File: src/rtl/led_switch_pio_pkg.sv
// Shared constants and types for the LED/switch PIO: register addresses, LED modes, PWM width.
package led_switch_pio_pkg;

  localparam logic [2:0] ADDR_LED_DATA  = 3'd0;
  localparam logic [2:0] ADDR_LED_MODE  = 3'd1;
  localparam logic [2:0] ADDR_PWM_DUTY  = 3'd2;
  localparam logic [2:0] ADDR_BLINK_DIV = 3'd3;
  localparam logic [2:0] ADDR_SW_STATE  = 3'd4;
  localparam logic [2:0] ADDR_SW_EDGE   = 3'd5;
  localparam logic [2:0] ADDR_IRQ_MASK  = 3'd6;

  localparam int unsigned PWM_W = 8;

  typedef enum logic [1:0] {
    MODE_STATIC    = 2'b00,
    MODE_BLINK     = 2'b01,
    MODE_PWM       = 2'b10,
    MODE_BLINK_INV = 2'b11
  } led_mode_e;

endpackage

File: src/rtl/sw_debounce.sv
// Single switch input: two-flop synchroniser followed by a stable-count debouncer.
// sw_toggle pulses in the cycle whose clock edge flips sw_state.
module sw_debounce #(
  parameter int unsigned DEBOUNCE_CYCLES = 50000
) (
  input  logic clk,
  input  logic rst_n,
  input  logic sw_async,
  output logic sw_state,
  output logic sw_toggle
);

  localparam int unsigned CntW = (DEBOUNCE_CYCLES > 1) ? $clog2(DEBOUNCE_CYCLES) : 1;
  localparam logic [CntW-1:0] CntLast = CntW'(DEBOUNCE_CYCLES - 1);

  logic            sync1_q, sync2_q, state_q;
  logic [CntW-1:0] cnt_q;

  assign sw_toggle = (sync2_q != state_q) && (cnt_q == CntLast);
  assign sw_state  = state_q;

  always_ff @(posedge clk or negedge rst_n) begin
    if (!rst_n) begin
      sync1_q <= 1'b0;
      sync2_q <= 1'b0;
      state_q <= 1'b0;
      cnt_q   <= '0;
    end else begin
      sync1_q <= sw_async;
      sync2_q <= sync1_q;
      // Any agreement with the accepted state restarts the stability window.
      if (sync2_q == state_q) begin
        cnt_q <= '0;
      end else if (cnt_q == CntLast) begin
        cnt_q   <= '0;
        state_q <= ~state_q;
      end else begin
        cnt_q <= cnt_q + CntW'(1);
      end
    end
  end

endmodule

File: src/rtl/led_switch_pio.sv
// Avalon-MM LED/switch PIO: per-LED static/blink/PWM modes, debounced switches with edge capture.
// Define LEDPIO_IRQ_EN to build the IRQ_MASK register and the irq output.
module led_switch_pio
  import led_switch_pio_pkg::*;
#(
  parameter int unsigned N_LEDS          = 8,
  parameter int unsigned N_SW            = 4,
  parameter int unsigned DEBOUNCE_CYCLES = 50000,
  parameter int unsigned BLINK_DIV_RESET = 25000000
) (
  input  logic              clk_clk,
  input  logic              reset_reset_n,
  input  logic [2:0]        avs_address,
  input  logic              avs_read,
  input  logic              avs_write,
  input  logic [31:0]       avs_writedata,
  output logic [31:0]       avs_readdata,
  output logic [N_LEDS-1:0] led_export,
  input  logic [N_SW-1:0]   switch_export,
  output logic              irq
);

  logic [N_LEDS-1:0]   led_data_q, led_q, led_d;
  logic [2*N_LEDS-1:0] led_mode_q;
  logic [PWM_W-1:0]    pwm_duty_q, pwm_cnt_q;
  logic [31:0]         blink_div_q, presc_q, presc_last;
  logic                blink_phase_q, pwm_on;
  logic [N_SW-1:0]     sw_state, sw_toggle, sw_edge_q, sw_edge_d, sw_clr, irq_mask_rd;
  logic [31:0]         readdata_q, rdata_d;
  logic                wr_led_data, wr_led_mode, wr_pwm_duty, wr_blink_div, wr_sw_edge;

  assign wr_led_data  = avs_write && (avs_address == ADDR_LED_DATA);
  assign wr_led_mode  = avs_write && (avs_address == ADDR_LED_MODE);
  assign wr_pwm_duty  = avs_write && (avs_address == ADDR_PWM_DUTY);
  assign wr_blink_div = avs_write && (avs_address == ADDR_BLINK_DIV);
  assign wr_sw_edge   = avs_write && (avs_address == ADDR_SW_EDGE);

  for (genvar g = 0; g < N_SW; g++) begin : g_sw
    sw_debounce #(
      .DEBOUNCE_CYCLES(DEBOUNCE_CYCLES)
    ) u_sw_debounce (
      .clk      (clk_clk),
      .rst_n    (reset_reset_n),
      .sw_async (switch_export[g]),
      .sw_state (sw_state[g]),
      .sw_toggle(sw_toggle[g])
    );
  end

  // A fresh edge overrides a coincident write-1-to-clear.
  assign sw_clr    = wr_sw_edge ? avs_writedata[N_SW-1:0] : '0;
  assign sw_edge_d = (sw_edge_q & ~sw_clr) | sw_toggle;

  // A divider of 0 behaves as 1, i.e. toggle every cycle.
  assign presc_last = (blink_div_q == 32'd0) ? 32'd0 : blink_div_q - 32'd1;
  assign pwm_on     = pwm_cnt_q < pwm_duty_q;

  always_comb begin
    led_d = '0;
    for (int i = 0; i < N_LEDS; i++) begin
      unique case (led_mode_e'(led_mode_q[2*i +: 2]))
        MODE_STATIC:    led_d[i] = led_data_q[i];
        MODE_BLINK:     led_d[i] = led_data_q[i] & blink_phase_q;
        MODE_PWM:       led_d[i] = led_data_q[i] & pwm_on;
        MODE_BLINK_INV: led_d[i] = led_data_q[i] & ~blink_phase_q;
      endcase
    end
  end

  always_comb begin
    rdata_d = '0;
    case (avs_address)
      ADDR_LED_DATA:  rdata_d[N_LEDS-1:0]   = led_data_q;
      ADDR_LED_MODE:  rdata_d[2*N_LEDS-1:0] = led_mode_q;
      ADDR_PWM_DUTY:  rdata_d[PWM_W-1:0]    = pwm_duty_q;
      ADDR_BLINK_DIV: rdata_d               = blink_div_q;
      ADDR_SW_STATE:  rdata_d[N_SW-1:0]     = sw_state;
      ADDR_SW_EDGE:   rdata_d[N_SW-1:0]     = sw_edge_q;
      ADDR_IRQ_MASK:  rdata_d[N_SW-1:0]     = irq_mask_rd;
      default:        rdata_d               = '0;
    endcase
  end

  always_ff @(posedge clk_clk or negedge reset_reset_n) begin
    if (!reset_reset_n) begin
      led_data_q    <= '0;
      led_mode_q    <= '0;
      pwm_duty_q    <= 8'h80;
      blink_div_q   <= 32'(BLINK_DIV_RESET);
      presc_q       <= '0;
      blink_phase_q <= 1'b0;
      pwm_cnt_q     <= '0;
      sw_edge_q     <= '0;
      led_q         <= '0;
      readdata_q    <= '0;
    end else begin
      if (wr_led_data)  led_data_q  <= avs_writedata[N_LEDS-1:0];
      if (wr_led_mode)  led_mode_q  <= avs_writedata[2*N_LEDS-1:0];
      if (wr_pwm_duty)  pwm_duty_q  <= avs_writedata[PWM_W-1:0];
      if (wr_blink_div) blink_div_q <= avs_writedata;
      // Reprogramming the divider restarts the prescaler but keeps the current phase.
      if (wr_blink_div) begin
        presc_q <= '0;
      end else if (presc_q >= presc_last) begin
        presc_q       <= '0;
        blink_phase_q <= ~blink_phase_q;
      end else begin
        presc_q <= presc_q + 32'd1;
      end
      pwm_cnt_q <= pwm_cnt_q + PWM_W'(1);
      sw_edge_q <= sw_edge_d;
      led_q     <= led_d;
      if (avs_read) readdata_q <= rdata_d;
    end
  end

`ifdef LEDPIO_IRQ_EN
  logic [N_SW-1:0] irq_mask_q;
  logic            irq_q;

  always_ff @(posedge clk_clk or negedge reset_reset_n) begin
    if (!reset_reset_n) begin
      irq_mask_q <= '0;
      irq_q      <= 1'b0;
    end else begin
      if (avs_write && (avs_address == ADDR_IRQ_MASK)) irq_mask_q <= avs_writedata[N_SW-1:0];
      irq_q <= |(sw_edge_q & irq_mask_q);
    end
  end

  assign irq_mask_rd = irq_mask_q;
  assign irq         = irq_q;
`else
  assign irq_mask_rd = '0;
  assign irq         = 1'b0;
`endif

  assign led_export   = led_q;
  assign avs_readdata = readdata_q;

endmodule

File: config.mk
export PLATFORM = sky130hd
export DESIGN_NAME = led_switch_pio
export DESIGN_NICKNAME = d
export VERILOG_FILES = /design/src/rtl/led_switch_pio_pkg.sv /design/src/rtl/sw_debounce.sv /design/src/rtl/led_switch_pio.sv
export SDC_FILE = /design/constraint.sdc
export NUM_CORES = 1
export LEC_CHECK = 0
export ABC_AREA = 1
export BUFFER_PORTS_ARGS = -buffer_cell sky130_fd_sc_hd__buf_2
export CAP_MARGIN = 30
export CORE_MARGIN = 4
export CORE_UTILIZATION = 45
export CTS_CLUSTER_DIAMETER = 120
export CTS_CLUSTER_SIZE = 20
export DETAILED_ROUTE_END_ITERATION = 12
export MAX_ROUTING_LAYER = met4
export PLACE_DENSITY = 0.64
export SYNTH_ARGS = -nofsm -noshare
export SYNTH_HDL_FRONTEND = slang
export SYNTH_SLANG_ARGS = --single-unit
File: constraint.sdc
create_clock -name clk_clk -period 4.8 [get_ports clk_clk]
set_input_delay 1.44 -clock clk_clk [delete_from_list [all_inputs] [get_ports clk_clk]]
set_output_delay 1.44 -clock clk_clk [all_outputs]
set_load 0.1 [all_outputs]
==> flow_metrics.env, run 1 <==
export IMPL_cts_sinks=225
export IMPL_slowest_stage="nand3_2"
export IMPL_wirelength_mm=29.95
export IMPL_r2r_start="blink_div_q[0]"
export IMPL_tightest_slew_ps=958.4
export IMPL_p_sw_mw=1.715
export IMPL_synth_seq_cells=225
export IMPL_combPwrFrac_pct=25.3
export IMPL_seq_area_um2=5647
export IMPL_insertion_delay_ps=490
export IMPL_io_pins=84
export IMPL_reg2regPathDepth=14
export IMPL_grt_pass1_vias=10240
export IMPL_clock_path_buffers=3
export IMPL_yosysMostFrequentCell="nand2_1"
export IMPL_cts_tree="done"
export IMPL_postCtsSetupBuffers=0
export IMPL_antenna_found_initial=1
export IMPL_whs_ps=353.5
export IMPL_ys_dominant_reg_cell="dfrtp_1"
export IMPL_drc=0
export IMPL_port_buffers=82
export IMPL_die_y_um=173.8
export IMPL_crit_arrival_ps=3970
export IMPL_grt_max_degree=121
export IMPL_dieArea_um2=30190
export IMPL_syn2layout_area_growth_pct=9.564
export IMPL_finalSetupTns_ps=0
export IMPL_htree_levels=1
export IMPL_cts_root_buf="clkbuf_16"
export IMPL_wire_per_inst_um=15.36
export IMPL_ant_nets=0
export IMPL_hold_viol_final=0
export IMPL_synth_edf_count=0
export IMPL_hold_buffers=0
export IMPL_hp_start="g_sw[2].u_sw_debounce.sync1_q"
export IMPL_peakVddDrop_v=0.0002419
export IMPL_avgSynthCellArea_um2=8.091
export IMPL_initialDrtViolationCount=600
export IMPL_start_util_pct=45.75
export IMPL_vias_per_cell=5.290
export IMPL_final_design_area_no_fill_um2=13550
export IMPL_drive_above_1_share_pct=12.06
export IMPL_async_flop_share_pct=100.0
export IMPL_maxCapViolations=0
export IMPL_status="completed"
export IMPL_cp_startpoint="blink_div_q[0]"
export IMPL_grt_pass1_wl_mm=51.53
export IMPL_synthCells=1528
export IMPL_preCtsSetupSlack_ps=1233
export IMPL_fmax_mhz=279.5
export IMPL_rows=60
export IMPL_p_seq_share_pct=48.6
export IMPL_cpLargestDelayFamily="simple AND/OR/NAND/NOR gates"
export IMPL_gp_congestion=0.9261
export IMPL_vias=10320
export IMPL_path_buf_inv=1
export IMPL_relSlewSlack_pct=35.95
export IMPL_fin_nets=1694
export IMPL_dp_hpwl_mm=22.65
export IMPL_clkTransAtPathRegs_ps=90
export IMPL_yosysTopAreaCellShare_pct=42.91
export IMPL_drt_first_pass_iters=7
export IMPL_synth_top_area_cell="dfrtp_1"
export IMPL_yosys_top_cells_count="nand2_1, dfrtp_1, inv_1"
export IMPL_rr_endpoint="presc_q[10]"
export IMPL_hold_path_depth=0
export IMPL_power_share_clock_pct=26.2
export IMPL_placed_cell_area_um2=13130
export IMPL_period_needed_ps=3578
export IMPL_cts_resized=0
export IMPL_cp_slowest_stage_delay_ps=490
export IMPL_hold_path_end="g_sw[2].u_sw_debounce.sync2_q"
export IMPL_p_leak_nw=6.361
export IMPL_synth_area_top_cells="dfrtp_1, nand2_1, inv_1, nor2_1, ha_1"
export IMPL_rsz0062_at_grt="false"
export IMPL_clock_skew_ps=18.97
export IMPL_pwr_density_cell_nw_per_um2=350.3
export IMPL_multi_input_area_um2=5816
export IMPL_endpoint_kind="flip-flop"
export IMPL_finalMaxSlewViolations=0
export IMPL_post_route_period_util_pct=74.53
export IMPL_grt_use_total_pct=20.92
export IMPL_worstHoldPathType="reg2reg"
export IMPL_crit_fanout=28
export IMPL_grt_overflow=0
export IMPL_cts_buffers_inserted=15
export IMPL_fill_cells=2655
export IMPL_syn_num_nets=1618
export IMPL_syn_area_um2=12360
export IMPL_required_ps=5200
export IMPL_dieWidth_um=173.8
export IMPL_setup_slack_ps=1222
export IMPL_setup_viol=0
export IMPL_crit_cells=14
export IMPL_r2r_setup_slack_ps=1220
export IMPL_core_area_um2=27030
export IMPL_yosys_warnings=0
export IMPL_start_kind="flip-flop"
export IMPL_crit_type="reg2reg"
export IMPL_p_sw_share_pct=36.14
export IMPL_yosysUniqueCellTypes=56
export IMPL_utilization_pct=50.12
export IMPL_power_internal_mw=3.030
export IMPL_ys_seq_area_share_pct=45.67
export IMPL_crit_chain="inv_1 > ha_1 > nand2_1 > nor4_1 > nand3_2 > a21boi_0 > o21ai_0 > ha_1 > a21oi_1 > o21a_1 > a21oi_1 > nor2_1 > nand3_2 > nor2_1"
-- flip-flops by register name (all words and copies together) (netlist names) --
signal                       flops
led_data_q                       8
led_export                       8
g_sw.u_sw_debounce.sync1_q       4
pwm_duty_q                       8
presc_q                         32
sw_edge_q                        4
pwm_cnt_q                        8
blink_div_q                     32
g_sw.u_sw_debounce.sw_state      4
g_sw.u_sw_debounce.sync2_q       4
led_mode_q                      16
blink_phase_q                    1
g_sw.u_sw_debounce.cnt_q        64
avs_readdata                    32
-- stage by stage --
stage	power, mW	std cells
after floorplan	3.206	1528
after global placement	3.516	1928
after detailed placement	3.543	1928
after CTS	4.807	1949
after global routing	5.053	1950
final	4.745	1950
-- kinds of logic after synthesis --
family | share of synthesized area (%)
and+or+nand+nor | 28.13
buffers and inverters | 7.287
DFF | 45.67
AOI/OAI and AO/OA | 9.685
xor gates and xnor gates | 3.896
adders and majority gates | 4.757
muxes | 0.5364
other | 0.03033
-- layer usage --
layer  share of wire [%]  track usage (%)
met1                  45            27.01
met2                  48            34.80
met3                 4.7            2.966
met4                 2.4            5.675
met5                   0                -
-- layout by cell type (no fill, tap or decap), drive strengths merged, types with 4 or more instances in the layout --
cell type,synthesis,layout
mux2,5,5
ha,47,47
a21oi,52,52
dfrtp,212,212
nand3,100,100
a21boi,9,9
or2,15,15
nor3,43,43
o21ai,123,123
nor4,25,25
o21a,4,4
buf,17,86
nor3b,7,7
nand4,39,39
dfstp,13,13
xnor2,17,17
nand2,298,298
nor2,204,204
a22oi,9,9
xor2,38,38
o2111ai,4,4
inv,201,203
clkbuf,10,19
nand3b,12,12
o22ai,4,4
-- power by group through the flow --
stage	registers, mW	clock network (mW)	logic (mW)
after floorplan	2.58	0	0.629
after global placement	2.34	0	1.18
after detailed placement	2.34	0	1.20
after CTS	2.30	1.29	1.21
after global routing	2.34	1.36	1.35
final	2.30	1.24	1.20
-- final cells by class --
| cell class | instances | area share, % |
|---|---|---|
| Timing Repair Buffer | 86 | 3.510 |
| Inverter | 203 | 5.635 |
| Antenna cell | 1 | 0.01847 |
| Clock inverter | 2 | 0.1847 |
| Sequential cell | 225 | 41.69 |
| Tap cell | 341 | 3.150 |
| Multi-Input combinational cell | 1073 | 42.93 |
| Clock buffer | 19 | 2.882 |
-- worst max-delay path by stage --
stage	slack (ps)	to
after floorplan	2110	presc_q[10]
after global placement	1400	presc_q[27]
after detailed placement	1230	presc_q[10]
after CTS	1200	presc_q[10]
after global routing	790	presc_q[2]
final	1220	presc_q[10]
No activity file was read; power rests on OpenSTA's default activity.
==> inputs of run 2 (changes only) <==
Settings changed: PLACE_DENSITY 0.64 to 0.67.
Clock period 4.8 ns to 2.9 ns, I/O delays scaled along.
==> run 2 against run 1 <==
Effect of this change: the run now ends with setup timing left; maximum frequency up 22%; sequential share of layout area down 2.2 points; sequential power up 65%; first-iteration DRC count up 25%; largest power group unchanged; clock power up 67%.
==> flow_metrics.env, run 2 (synthesis results as in run 1) <==
export IMPL_status="finished, violations left"
export IMPL_violations="setup timing"
export IMPL_cts_sinks=225
export IMPL_antenna_found_initial=0
export IMPL_crit_arrival_ps=3330
export IMPL_fill_cells=2530
export IMPL_peakVddDrop_v=0.0005268
export IMPL_pwr_density_cell_nw_per_um2=572.9
export IMPL_cp_startpoint="blink_div_q[3]"
export IMPL_finalMaxSlewViolations=0
export IMPL_grt_pass1_wl_mm=51.72
export IMPL_antenna_cells=0
export IMPL_p_sw_mw=3.001
export IMPL_die_y_um=173.8
export IMPL_cts_tree="done"
export IMPL_drc=0
export IMPL_dp_hpwl_mm=23.51
export IMPL_layout_commonest_cell="nand2_1"
export IMPL_placed_cell_area_um2=13420
export IMPL_final_cell_mix="nand2_1, dfrtp_1, inv_1, nor2_1, o21ai_0"
export IMPL_grt_pass1_vias=10260
export IMPL_syn2layout_area_growth_pct=15.69
export IMPL_clock_path_buffers=3
export IMPL_fmax_mhz=340.2
export IMPL_post_route_period_util_pct=101.4
export IMPL_grt_max_degree=77
export IMPL_fin_nets=1750
export IMPL_crit_type="reg2reg"
export IMPL_start_util_pct=45.75
export IMPL_drt_first_pass_iters=5
export IMPL_htree_levels=1
export IMPL_largest_register_ff_count=64
export IMPL_power_share_clock_pct=25.2
export IMPL_cts_buffers_inserted=15
export IMPL_io_pins=84
export IMPL_clock_skew_ps=19.53
export IMPL_cts_root_buf="clkbuf_16"
export IMPL_reg2regPathDepth=19
export IMPL_tightest_slew_ps=717.9
export IMPL_drive_above_1_share_pct=18.39
export IMPL_final_design_area_no_fill_um2=14300
export IMPL_fin_cells=2005
export IMPL_crit_fanout=7
export IMPL_hold_viol_final=0
export IMPL_dieWidth_um=173.8
export IMPL_dp_cells=1965
export IMPL_grt_use_total_pct=20.97
export IMPL_ant_nets=0
export IMPL_period_needed_ps=2939
export IMPL_required_ps=3290
export IMPL_setup_slack_ps=-39.50
export IMPL_initialDrtViolationCount=747
export IMPL_p_leak_nw=6.702
export IMPL_rows=60
export IMPL_endpoint_kind="flip-flop"
export IMPL_setup_viol=28
export IMPL_start_kind="flip-flop"
export IMPL_p_seq_share_pct=46.2
export IMPL_r2r_start="blink_div_q[3]"
export IMPL_rsz0062_at_grt="true"
export IMPL_clkTransAtPathRegs_ps=90
export IMPL_total_power_mw=8.194
export IMPL_vias_per_cell=5.298
export IMPL_dieArea_um2=30190
export IMPL_p_sw_share_pct=36.63
export IMPL_gp_congestion=0.9407
export IMPL_preCtsSetupSlack_ps=-10.87
export IMPL_wirelength_mm=31.57
export IMPL_worstHoldPathType="in2async"
export IMPL_port_buffers=82
export IMPL_combPwrFrac_pct=28.6
export IMPL_maxCapViolations=0
export IMPL_grt_overflow=0
export IMPL_insertion_delay_ps=500
export IMPL_core_area_um2=27030
export IMPL_vias=10620
export IMPL_power_internal_mw=5.192
export IMPL_regMostFlops="g_sw.u_sw_debounce.cnt_q"
export IMPL_wire_per_inst_um=15.75
export IMPL_relSlewSlack_pct=52.05
==> run 2: metrics by stage <==
stage                     hold slack (ps)  utilization [%]  TNS [ps]
after floorplan                     331.2                -         0
after global placement              336.5            49.65         0
after detailed placement            337.1            49.65    -58.27
after CTS                           246.0            51.25         0
after global routing                251.6            52.92     -7876
final                               246.2            52.92    -702.5
==> run 2: final timing paths <==
check                                                     end  slack (ps)
worst max-delay path                              presc_q[16]         -40
worst min-delay path                            led_export[5]         250
worst max register to register                    presc_q[16]         -40
worst min register to register  g_sw[3].u_sw_debounce.sync2_q         350
max in group asynchronous                     blink_div_q[11]        1910
min in group clk_clk            g_sw[3].u_sw_debounce.sync2_q         350
==> run 2: timing repair <==
action	4_1_cts	5_1_grt
hold endpoints to repair	0	0
pin swaps	1	24
cloned	0	3
hold buffers	0	0
setup endpoints to repair	29	33
buffers inserted	0	16
gates resized for setup	6	72
==> run 2: worst max-delay path: stages, from the launching register on <==
cell,delay (ps)
dfrtp_2,440
nor2_1,130
nand2_1,110
nor2_4,160
nand4_4,100
nor2_4,180
nand2_4,90
nor2_4,160
nand2_1,70
nand2_1,80
nand3_2,100
ha_4,290
nand2_2,60
nor2_2,100
nand4_1,140
nor2_1,140
nand2_2,90
nand3_4,160
clkbuf_16,190
nor2_1,40
==> run 2: final cells by class <==
type | instances | area (µm²) | area share [%]
multi-input combinational | 1073 | 6090 | 42.58
sequential | 225 | 5653 | 39.52
timing repair buffer | 142 | 954.7 | 6.675
inverter | 203 | 763.2 | 5.336
tap | 341 | 426.7 | 2.983
clock buffer | 19 | 390.4 | 2.729
clock inverter | 2 | 25.02 | 0.1750
==> run 2: metal layers <==
metal | wire, µm | track usage, %
met5 | 0 | -
met1 | 14070 | 27.80
met2 | 14890 | 33.68
met3 | 1567 | 2.814
met4 | 1039 | 6.664
==> run 2: power by group through the flow <==
stage / combinational [mW] / sequential [mW] / clock (mW)
CTS: 2.18 / 3.77 / 2.13
global route: 2.58 / 3.83 / 2.25
floorplan: 1.04 / 4.27 / 0
finish: 2.34 / 3.79 / 2.07
detailed placement: 2.17 / 3.83 / 0
global placement: 2.13 / 3.82 / 0
